`src/rtl/cmsdk_apb4_pkg.sv`:
```
// Shared definitions for the example APB4 master: FSM encoding and bus constants.
package cmsdk_apb4_pkg;

    typedef enum logic [1:0] {
        ST_IDLE   = 2'd0,
        ST_SETUP  = 2'd1,
        ST_ACCESS = 2'd2
    } apb_state_t;

    // Reads never assert byte strobes on the bus.
    localparam logic [3:0] PSTRB_READ    = 4'b0000;

    // PPROT value driven before any command has been accepted.
    localparam logic [2:0] PPROT_DEFAULT = 3'b000;

endpackage

```
`src/rtl/cmsdk_apb4_eg_master.sv`:
```
// Single-outstanding APB4 master: turns one valid/ready command into one APB4
// transfer and returns a one-cycle response pulse. An optional PREADY timeout
// aborts transfers to a slave that never responds.
//
//  state     | meaning
//  ----------+------------------------------------------------------------
//  ST_IDLE   | no transfer; cmd_ready=1, a valid command is latched here
//  ST_SETUP  | APB setup phase: PSEL=1, PENABLE=0, timeout counter cleared
//  ST_ACCESS | APB access phase: PSEL=1, PENABLE=1, wait for PREADY/timeout
module cmsdk_apb4_eg_master
    import cmsdk_apb4_pkg::*;
#(
    parameter int ADDRWIDTH = 12,
    parameter int TIMEOUT   = 16,
    parameter int CNTWIDTH  = 8
) (
    input  logic                 PCLK,
    input  logic                 PRESETn,

    input  logic                 cmd_valid,
    output logic                 cmd_ready,
    input  logic [ADDRWIDTH-1:0] cmd_addr,
    input  logic                 cmd_write,
    input  logic [31:0]          cmd_wdata,
    input  logic [3:0]           cmd_strb,
    input  logic [2:0]           cmd_prot,

    output logic                 rsp_valid,
    output logic [31:0]          rsp_rdata,
    output logic                 rsp_err,
    output logic                 rsp_timeout,

    output logic                 PSEL,
    output logic                 PENABLE,
    output logic                 PWRITE,
    output logic [ADDRWIDTH-1:0] PADDR,
    output logic [31:0]          PWDATA,
    output logic [3:0]           PSTRB,
    output logic [2:0]           PPROT,
    input  logic [31:0]          PRDATA,
    input  logic                 PREADY,
    input  logic                 PSLVERR
);

    // The abort fires on the ACCESS cycle whose count, before incrementing,
    // is TIMEOUT-1: that cycle is the TIMEOUT-th stalled ACCESS cycle.
    localparam logic [CNTWIDTH-1:0] TO_LIMIT =
        CNTWIDTH'((TIMEOUT > 0) ? (TIMEOUT - 1) : 0);

    apb_state_t          state;
    apb_state_t          state_nxt;
    logic [CNTWIDTH-1:0] to_cnt;
    logic                to_hit;
    logic                cmd_accept;
    logic                xfer_done;
    logic                xfer_abort;

    assign to_hit    = (TIMEOUT != 0) && (to_cnt == TO_LIMIT);

    assign cmd_ready = (state == ST_IDLE);
    assign PSEL      = (state == ST_SETUP) || (state == ST_ACCESS);
    assign PENABLE   = (state == ST_ACCESS);

    // State register with synchronous active-low reset.
    always_ff @(posedge PCLK) begin
        if (!PRESETn) state <= ST_IDLE;
        else          state <= state_nxt;
    end

    // Next-state decode plus the accept / completion / abort strobes.
    always_comb begin
        state_nxt  = state;
        cmd_accept = 1'b0;
        xfer_done  = 1'b0;
        xfer_abort = 1'b0;
        case (state)
            ST_IDLE: begin
                if (cmd_valid) begin
                    cmd_accept = 1'b1;
                    state_nxt  = ST_SETUP;
                end
            end
            ST_SETUP: begin
                state_nxt = ST_ACCESS;
            end
            ST_ACCESS: begin
                // PREADY on the limit cycle is still a normal completion.
                if (PREADY) begin
                    xfer_done = 1'b1;
                    state_nxt = ST_IDLE;
                end else if (to_hit) begin
                    xfer_abort = 1'b1;
                    state_nxt  = ST_IDLE;
                end
            end
            default: begin
                state_nxt = ST_IDLE;
            end
        endcase
    end

    // Timeout counter: cleared in SETUP so it starts at 0 on entering ACCESS.
    always_ff @(posedge PCLK) begin
        if (!PRESETn)                             to_cnt <= '0;
        else if (state == ST_SETUP)               to_cnt <= '0;
        else if ((state == ST_ACCESS) && !PREADY) to_cnt <= to_cnt + CNTWIDTH'(1);
    end

    // Bus address/control/data latched on accept and held until the next accept.
    always_ff @(posedge PCLK) begin
        if (!PRESETn) begin
            PADDR  <= '0;
            PWRITE <= 1'b0;
            PWDATA <= '0;
            PSTRB  <= PSTRB_READ;
            PPROT  <= PPROT_DEFAULT;
        end else if (cmd_accept) begin
            PADDR  <= cmd_addr;
            PWRITE <= cmd_write;
            PWDATA <= cmd_wdata;
            PSTRB  <= cmd_write ? cmd_strb : PSTRB_READ;
            PPROT  <= cmd_prot;
        end
    end

    // Response registers: pulse rsp_valid for one cycle, hold payload otherwise.
    always_ff @(posedge PCLK) begin
        if (!PRESETn) begin
            rsp_valid   <= 1'b0;
            rsp_rdata   <= '0;
            rsp_err     <= 1'b0;
            rsp_timeout <= 1'b0;
        end else begin
            rsp_valid <= xfer_done | xfer_abort;
            if (xfer_done) begin
                rsp_rdata   <= PWRITE ? 32'h0 : PRDATA;
                rsp_err     <= PSLVERR;
                rsp_timeout <= 1'b0;
            end else if (xfer_abort) begin
                rsp_rdata   <= 32'h0;
                rsp_err     <= 1'b1;
                rsp_timeout <= 1'b1;
            end
        end
    end

endmodule

```
`config.mk`:
```
export PLATFORM = sky130hd
export DESIGN_NAME = cmsdk_apb4_eg_master
export DESIGN_NICKNAME = d
export VERILOG_FILES = /design/src/rtl/cmsdk_apb4_pkg.sv /design/src/rtl/cmsdk_apb4_eg_master.sv
export SDC_FILE = /design/constraint.sdc
export NUM_CORES = 1
export LEC_CHECK = 0
export CAP_MARGIN = 20
export CORE_UTILIZATION = 30
export DETAILED_ROUTE_END_ITERATION = 7
export PLACE_DENSITY = 0.71
export SLEW_MARGIN = 10
export SYNTH_ARGS = -nofsm -noshare
export SYNTH_HDL_FRONTEND = slang
export SYNTH_SLANG_ARGS = --single-unit
```
`constraint.sdc`:
```
create_clock -name PCLK -period 3.3 [get_ports PCLK]
set_input_delay 0.66 -clock PCLK [delete_from_list [all_inputs] [get_ports PCLK]]
set_output_delay 0.66 -clock PCLK [all_outputs]
set_load 0.01 [all_outputs]
```
==> Word level (Yosys, flattened, before mapping) <==
Index checks and enable logic that the tools add are counted.
{ "totals": {"reg_bits": 97, "output_inout_bits": 90, "word_cells": 44} }
{ "classes": {"muxes": 17, "bitwise_logic": 2, "n_eq_ne": 5, "add_sub_neg": 1, "reduce_logical": 8} }
{ "op_table": {"columns": ["op", "n"], "rows": [
  ["two-way mux 32 bit", 3],
  ["two-way mux 1 bit", 9],
  ["adder 8 x 1 -> 8 bit (second input constant)", 1],
  ["equality test 8 x 4 -> 1 bit (second input constant)", 1],
  ["two-way mux 2 bit", 3],
  ["one-hot mux 2 bit (3 select lines)", 1],
  ["two-way mux 4 bit", 1],
  ["OR reduction 2 bit", 2],
  ["!= test 3 x 1 -> 1 bit (second input constant)", 1],
  ["equality test 2 x 1 -> 1 bit (second input constant)", 1],
  ["equality test 2 bit (second input constant)", 1],
  ["logical NOT 2 bit", 1],
  ["!= test 2 bit (second input constant)", 1],
  ["AND reduction 2 bit", 1],
  ["nonzero test 2 bit", 1],
  ["logical AND 1 bit", 1],
  ["logical NOT 1 bit", 1],
  ["logical OR 1 bit", 1],
  ["inverter 1 bit", 1],
  ["OR 1 bit", 1]
]} }

==> Longest topological paths before layout <==
Gate-level depths: netlist of the first run.
{ "logic_depth": {"ltp_word": 6, "depth_mapped": 7} }

==> Worst setup path before layout of the first run <==
No wires, ideal clock.
{ "synth_path": {"kind": "input-to-reg", "from": "input PREADY", "to": "register rsp_rdata[10]", "arrival_ps": 1605, "setup_slack_ps": 1579, "cell_stages": 5, "path_buffers": 2, "required_ps": 3183, "cell_sequence": "nand2b_1 > buf_6 > o311a_4 > buf_6 > a22o_1"} }
{ "synth_between": {"elab_chain_cells": 3, "elab_cells_between_ends": 6} }
{ "synth_lines": {"columns": ["element", "line", "rtl"], "rows": [
  ["start, declared", "cmsdk_apb4_eg_master.sv:41", "input logic PREADY,"],
  ["two-way mux 1 bit", "cmsdk_apb4_eg_master.sv:88", "if (PREADY) begin"],
  ["two-way mux 1 bit", "cmsdk_apb4_eg_master.sv:76", "case (state)"],
  ["two-way mux 32 bit / nonzero test 2 bit (equally long branches)", null, null],
  ["end signal, assigned", "cmsdk_apb4_eg_master.sv:136", "rsp_rdata <= PWRITE ? 32'h0 : PRDATA;"],
  ["end, declared", "cmsdk_apb4_eg_master.sv:29", "output logic [31:0] rsp_rdata,"]
]} }
Parallel ways exist; a longest one is shown, timed or not.
A chain may end at the register's enable or synchronous reset.

==> Worst setup path in the final report of the first run <==
{ "layout_path": {"from": "register state[0]", "to": "output PENABLE"} }
{ "layout_between": {"elab_chain_cells": 1} }
{ "layout_lines": {"columns": ["element", "line", "rtl"], "rows": [
  ["start, declared", "cmsdk_apb4_eg_master.sv:50", "apb_state_t state;"],
  ["start signal, assigned", "cmsdk_apb4_eg_master.sv:67", "else state <= state_nxt;"],
  ["equality test 2 bit", "cmsdk_apb4_eg_master.sv:62", "assign PENABLE = (state == ST_ACCESS);"],
  ["end, declared", "cmsdk_apb4_eg_master.sv:34", "output logic PENABLE,"]
]} }
Every way passes these cells.

==> flow_summary.ini, run 1 <==
[floorplan]
core_area_um2 = 11560
ios = 179
die_w_um = 111.5
dieArea_um2 = 12430
initial_core_util_pct = 31.09
die_h_um = 111.5
fp-row-count = 39

[critical_path]
r2r-start = state[1]
reg2reg_to = PWDATA[8]
end_kind = output pin
crit_type = register to output pin
critPathMaxFanout = 7
r2r_cells = 6
critPathRequiredTime_ps = 2640
reg2reg_setup_slack_ps = 1230
worstPathArrival_ps = 1650
cp-start-kind = register

[synthesis]
synth_top_cell_area_share_pct = 54.00
avgSynthCellArea_um2 = 9.488
async_reset_ff_share_pct = 0
yosysTopAreaCell = dfxtp_1
synth_area_leaders = dfxtp_1, nand2_1, a21boi_0
yosys-top-cells-count = nand2_1, dfxtp_1, a21boi_0, a22o_1, clkbuf_1
yosysMostFrequentCell = nand2_1
synth_nets = 473
synth_cell_types = 33
synthCells = 379
ys_seq_area_share_pct = 54.00
yosysWarnings = 0
synthesis.area_um2 = 3596
synth_edf_count = 0
synthFlopType = dfxtp_1
synth_seq_cells = 97

[global_routing]
antenna_found_initial = 1
top_usage_layer = met2
grt_max_degree = 53
use_met1_pct = 19.68
grt_pass1_vias = 3383
use_met3_pct = 2.885
grt_pass1_wl_um = 16550
overflow = 0
globalRouteMet2Util_pct = 28.25
grt_util_all_layers_pct = 16.59

[placement]
gp_congestion = 0.7720
dpl_cell_area_um2 = 5455
io_buffers = 178
place_ws_ps = 739.5
dp_hpwl_um = 7212
post-place-cells = 678

[clock_network]
htreeDepth = 3
root_buffer = clkbuf_16
postCtsSetupBuffers = 0
clock-sinks = 97
post_cts_resized = 0
cts_tree = yes
numCtsBuffers = 9
insertion_delay_ps = 330
cts.clk_slew.worst_paths_ps = 70
hold_buffers = 0
ctsLongestPathBuffers = 2

[timing]
slew_viol_final = 0
clock_skew_ps = 6.339
hold_violations = 0
worst_slack_ps = 988.3
setup_tns_ps = 0
fmax_ghz = 0.4326
rsz0062_at_grt = false
min_period_ps = 2312
slew-limit-headroom_pct = 34.12
hold_slack_ps = 450.4
worst_slew_pin_slew_ps = 984.7
setup_violations = 0
min_period_over_period_pct = 70.05

[worst_hold_path]
whs_path_depth = 2
hold_path.class = register to register
min-delay-start = rsp_timeout
whs_endpoint = rsp_timeout

[power]
seq_power_share_pct = 40.4
p_per_area_nw_per_um2 = 592.5
combinationalPowerShare_pct = 26.1
pwr-share-clk_pct = 33.5
switching_share_pct = 27.37
ir_drop_mv = 0.2647
intPower_mw = 2.491
p_leak_nw = 2.103
power.total_mw = 3.430
p_switching_mw = 0.9385

[routing]
viasPerCell = 4.787
drtAntennaViolNets = 0
drt_iter0_drc = 141
wirelength_um = 10200
drt_first_pass_iters = 6
drt-wirelength-per-cell_um = 14.70
vias = 3322
drc = 5

[cells_and_area]
drive_gt1_share_pct = 4.909
final_area_um2 = 5788
final_core_util_pct = 50.05
finalNetCount = 640
stdcell_count = 694
areaGrowthSynthToFinish_pct = 60.96

[flow_run]
max_cap_viol_count = 0

[run_status]
outcome = finished, violations left
failed_checks = DRC
==> state kept, by name (all words and copies together) (netlist names), 2 cells and up <==
signal and cells:
state 2, PADDR 12, PPROT 3, to_cnt 8
rsp_rdata 32, PSTRB 4, PWDATA 32
==> kinds of logic (layout without fill, tap and decap cells) <==
group	count (synthesis)	count (layout)	share of synthesized area, %
and+or+nand+nor	143	143	17.47
other	0	1	0
AOI/OAI and AO/OA	103	103	22.23
xor gates and xnor gates	2	2	0.4872
buffers and inverters	29	200	4.071
DFF	97	97	54.00
adders and majority gates	5	5	1.740
==> layout by cell type, fill, tap and decap left out, drive strengths merged, types with 4 or more instances in the layout <==
master	netlist	layout
a21boi	53	53
a21oi	9	9
a22o	32	32
buf	8	5
clkbuf	18	13
clkdlybuf4s50	0	177
dfxtp	97	97
ha	5	5
nand2	107	107
nand3	10	10
nand4	4	4
o21ai	4	4
==> layer usage <==
| metal | up-vias | wire, um |
|---|---|---|
| li1 | 1639 | - |
| met1 | 1561 | 4358 |
| met2 | 100 | 5001 |
| met3 | 22 | 479 |
| met4 | 0 | 362 |
| met5 | - | 0 |
==> worst max-delay path by stage <==
stage,start,end,slack [ps]
3_5_place_dp,cmd_valid,PWDATA[18],740
4_1_cts,state[0],PENABLE,960
3_3_place_gp,cmd_valid,PWDATA[1],820
5_1_grt,state[0],PENABLE,860
2_1_floorplan,PREADY,rsp_rdata[10],1580
6_report,state[0],PENABLE,990
==> area by class of cell <==
type,count,area [um2]
Fill cell,1070,5777
Sequential cell,97,1942
Timing Repair Buffer,182,1807
Multi-Input combinational cell,253,1516
Clock buffer,13,270.3
Tap cell,143,178.9
Clock inverter,2,60.06
Inverter,3,11.26
Antenna cell,1,2.502
==> power groups by stage <==
stage / Clock, mW / Sequential (mW) / Combinational (mW)
final: 1.15 / 1.39 / 0.894
after global routing: 1.22 / 1.40 / 0.985
after CTS: 1.18 / 1.39 / 0.912
after detailed placement: 0 / 1.41 / 0.906
after global placement: 0 / 1.41 / 0.884
after floorplan: 0 / 1.46 / 0.370
==> worst max-delay path: stages, from the launching register on <==
cell	delay, ps
dfxtp_1	340
inv_1	110
ha_1	290
clkdlybuf4s50_1	580
(Power assumes the default switching activity.)
==> run 2: changes to the inputs <==
- PLACE_DENSITY: 0.71 -> 0.73
- clock period: 3.3 -> 2.1 ns (I/O delays scaled with it)
==> run 2 against run 1 <==
- the flow still finishes with violations (DRC)
- sequential cell count unchanged
- clock-buffer cell count down 1
- core utilization up 0.42 points
- die area unchanged
- sequential power up 57%
- global-route usage up 0.18 points
- largest power group unchanged
- highest routed layer unchanged
==> flow_summary.ini, run 2 (same netlist as run 1, synthesis figures left out) <==
[critical_path]
slowest_delay_ps = 560
path_buf_inv = 2
r2r-start = to_cnt[4]
cp_slowest_cell = clkdlybuf4s50_1
crit_path_cell_trace = inv_1, ha_2, clkdlybuf4s50_1
worstPathArrival_ps = 1630
critPathRequiredTime_ps = 1680
startpoint = state[0]
critPathTopFamily = buffers and inverters
end_kind = output pin
cp-start-kind = register
crit_type = register to output pin
critPathMaxFanout = 6
r2r_cells = 3
cp_num_cells = 3

[floorplan]
core_area_um2 = 11560
die_w_um = 111.5
initial_core_util_pct = 31.09
dieArea_um2 = 12430
ios = 179
fp-row-count = 39
die_h_um = 111.5

[clock_network]
clock-sinks = 97
htreeDepth = 3
cts_tree = yes
insertion_delay_ps = 340
hold_buffers = 0
ctsLongestPathBuffers = 2
cts.clk_slew.worst_paths_ps = 70
numCtsBuffers = 9
root_buffer = clkbuf_16

[placement]
dp_hpwl_um = 7310
post-place-cells = 682
gp_congestion = 0.8269
io_buffers = 178
dpl_cell_area_um2 = 5535

[cells_and_area]
areaGrowthSynthToFinish_pct = 62.32
reg.largest.list = PWDATA x32, rsp_rdata x32, PADDR x12
final_common_cell = clkdlybuf4s50_1
finalNetCount = 644
num_antenna_cells = 0
drive_gt1_share_pct = 6.137
final_area_um2 = 5837
fillerInstances = 1071
stdcell_count = 697
layout_common_cells = clkdlybuf4s50_1, nand2_1, dfxtp_1

[timing]
slew_viol_final = 0
min_period_ps = 2047
hold_violations = 0
fmax_ghz = 0.4884
worst_slew_pin_slew_ps = 518.9
min_period_over_period_pct = 97.50
clock_skew_ps = 6.834
slew-limit-headroom_pct = 65.09
rsz0062_at_grt = true
setup_tns_ps = 0
setup_violations = 0

[global_routing]
grt_max_degree = 57
overflow = 0
antenna_found_initial = 0
grt_pass1_wl_um = 16610
grt_util_all_layers_pct = 16.77
grt_pass1_vias = 3428

[routing]
drt_iter0_drc = 139
drtAntennaViolNets = 0
drt-wirelength-per-cell_um = 14.50
viasPerCell = 4.770
wirelength_um = 10110
drt_first_pass_iters = 6
vias = 3325
drc = 6

[worst_hold_path]
hold_path.class = input pin to register
min-delay-start = PRESETn
whs_path_depth = 3

[run_status]
failed_checks = DRC
outcome = finished, violations left

[power]
ir_drop_mv = 0.4585
p_per_area_nw_per_um2 = 906.8
p_leak_nw = 2.125
power.total_mw = 5.293

[flow_run]
max_cap_viol_count = 0
## run 2: cell count changes in the layout (fill, tap and decap cells not counted), sizes merged
cell / previous run / this run
buf: 5 / 9
clkinv: 0 / 2
bufinv: 2 / 1
clkbuf: 13 / 12
clkdlybuf4s50: 177 / 176
diode: 1 / 0
dlygate4sd2: 0 / 1
## run 2: layout make-up
cell class / count / area, um2 / area share (%)
clock buffers: 12 / 256.5 / 4.394
repair buffers: 186 / 1886 / 32.30
clock inverters: 3 / 40.04 / 0.6860
flip-flops and latches: 97 / 1943 / 33.29
multi-input cells: 253 / 1521 / 26.07
well taps: 143 / 178.9 / 3.065
inverters: 3 / 11.26 / 0.1929
## run 2: worst paths after layout
check	end	slack, ps
worst min-delay path	rsp_timeout	400
worst max register to register	rsp_rdata[0]	270
worst min register to register	rsp_timeout	450
worst max-delay path	cmd_ready	50
## run 2: routing by layer
metal / share of wire [%] / GRT usage (%)
met3: 7.2 / 5.444
met5: 0 / 0
met1: 41 / 18.47
met4: 2.7 / 9.189
met2: 49 / 28.63
## run 2: timing repair
item	in CTS	in global routing
setup endpoints to repair	2	2
gates resized for setup	4	0
setup buffers	0	0
## run 2: metrics by stage
step | setup WS, ps | util [%] | hold WS (ps)
after floorplan | 383.2 | - | 465.1
after global placement | 166.3 | 47.86 | 439.5
after detailed placement | 134.7 | 47.86 | 440.1
after CTS | 39.85 | 50.47 | 393.8
after global routing | -30.28 | 50.47 | 411.1
final | 52.51 | 50.47 | 396.9
## run 2: report_power, final
part | total [mW] | switching (mW) | internal [mW]
Clock | 1.65 | 0.669 | 0.978
Combinational | 1.47 | 0.698 | 0.770
Sequential | 2.18 | 0.121 | 2.06
## run 2: worst min-delay path, cell delays in order
cell and delay, ps:
buf_2 170, nand2_1 70, a21oi_1 40
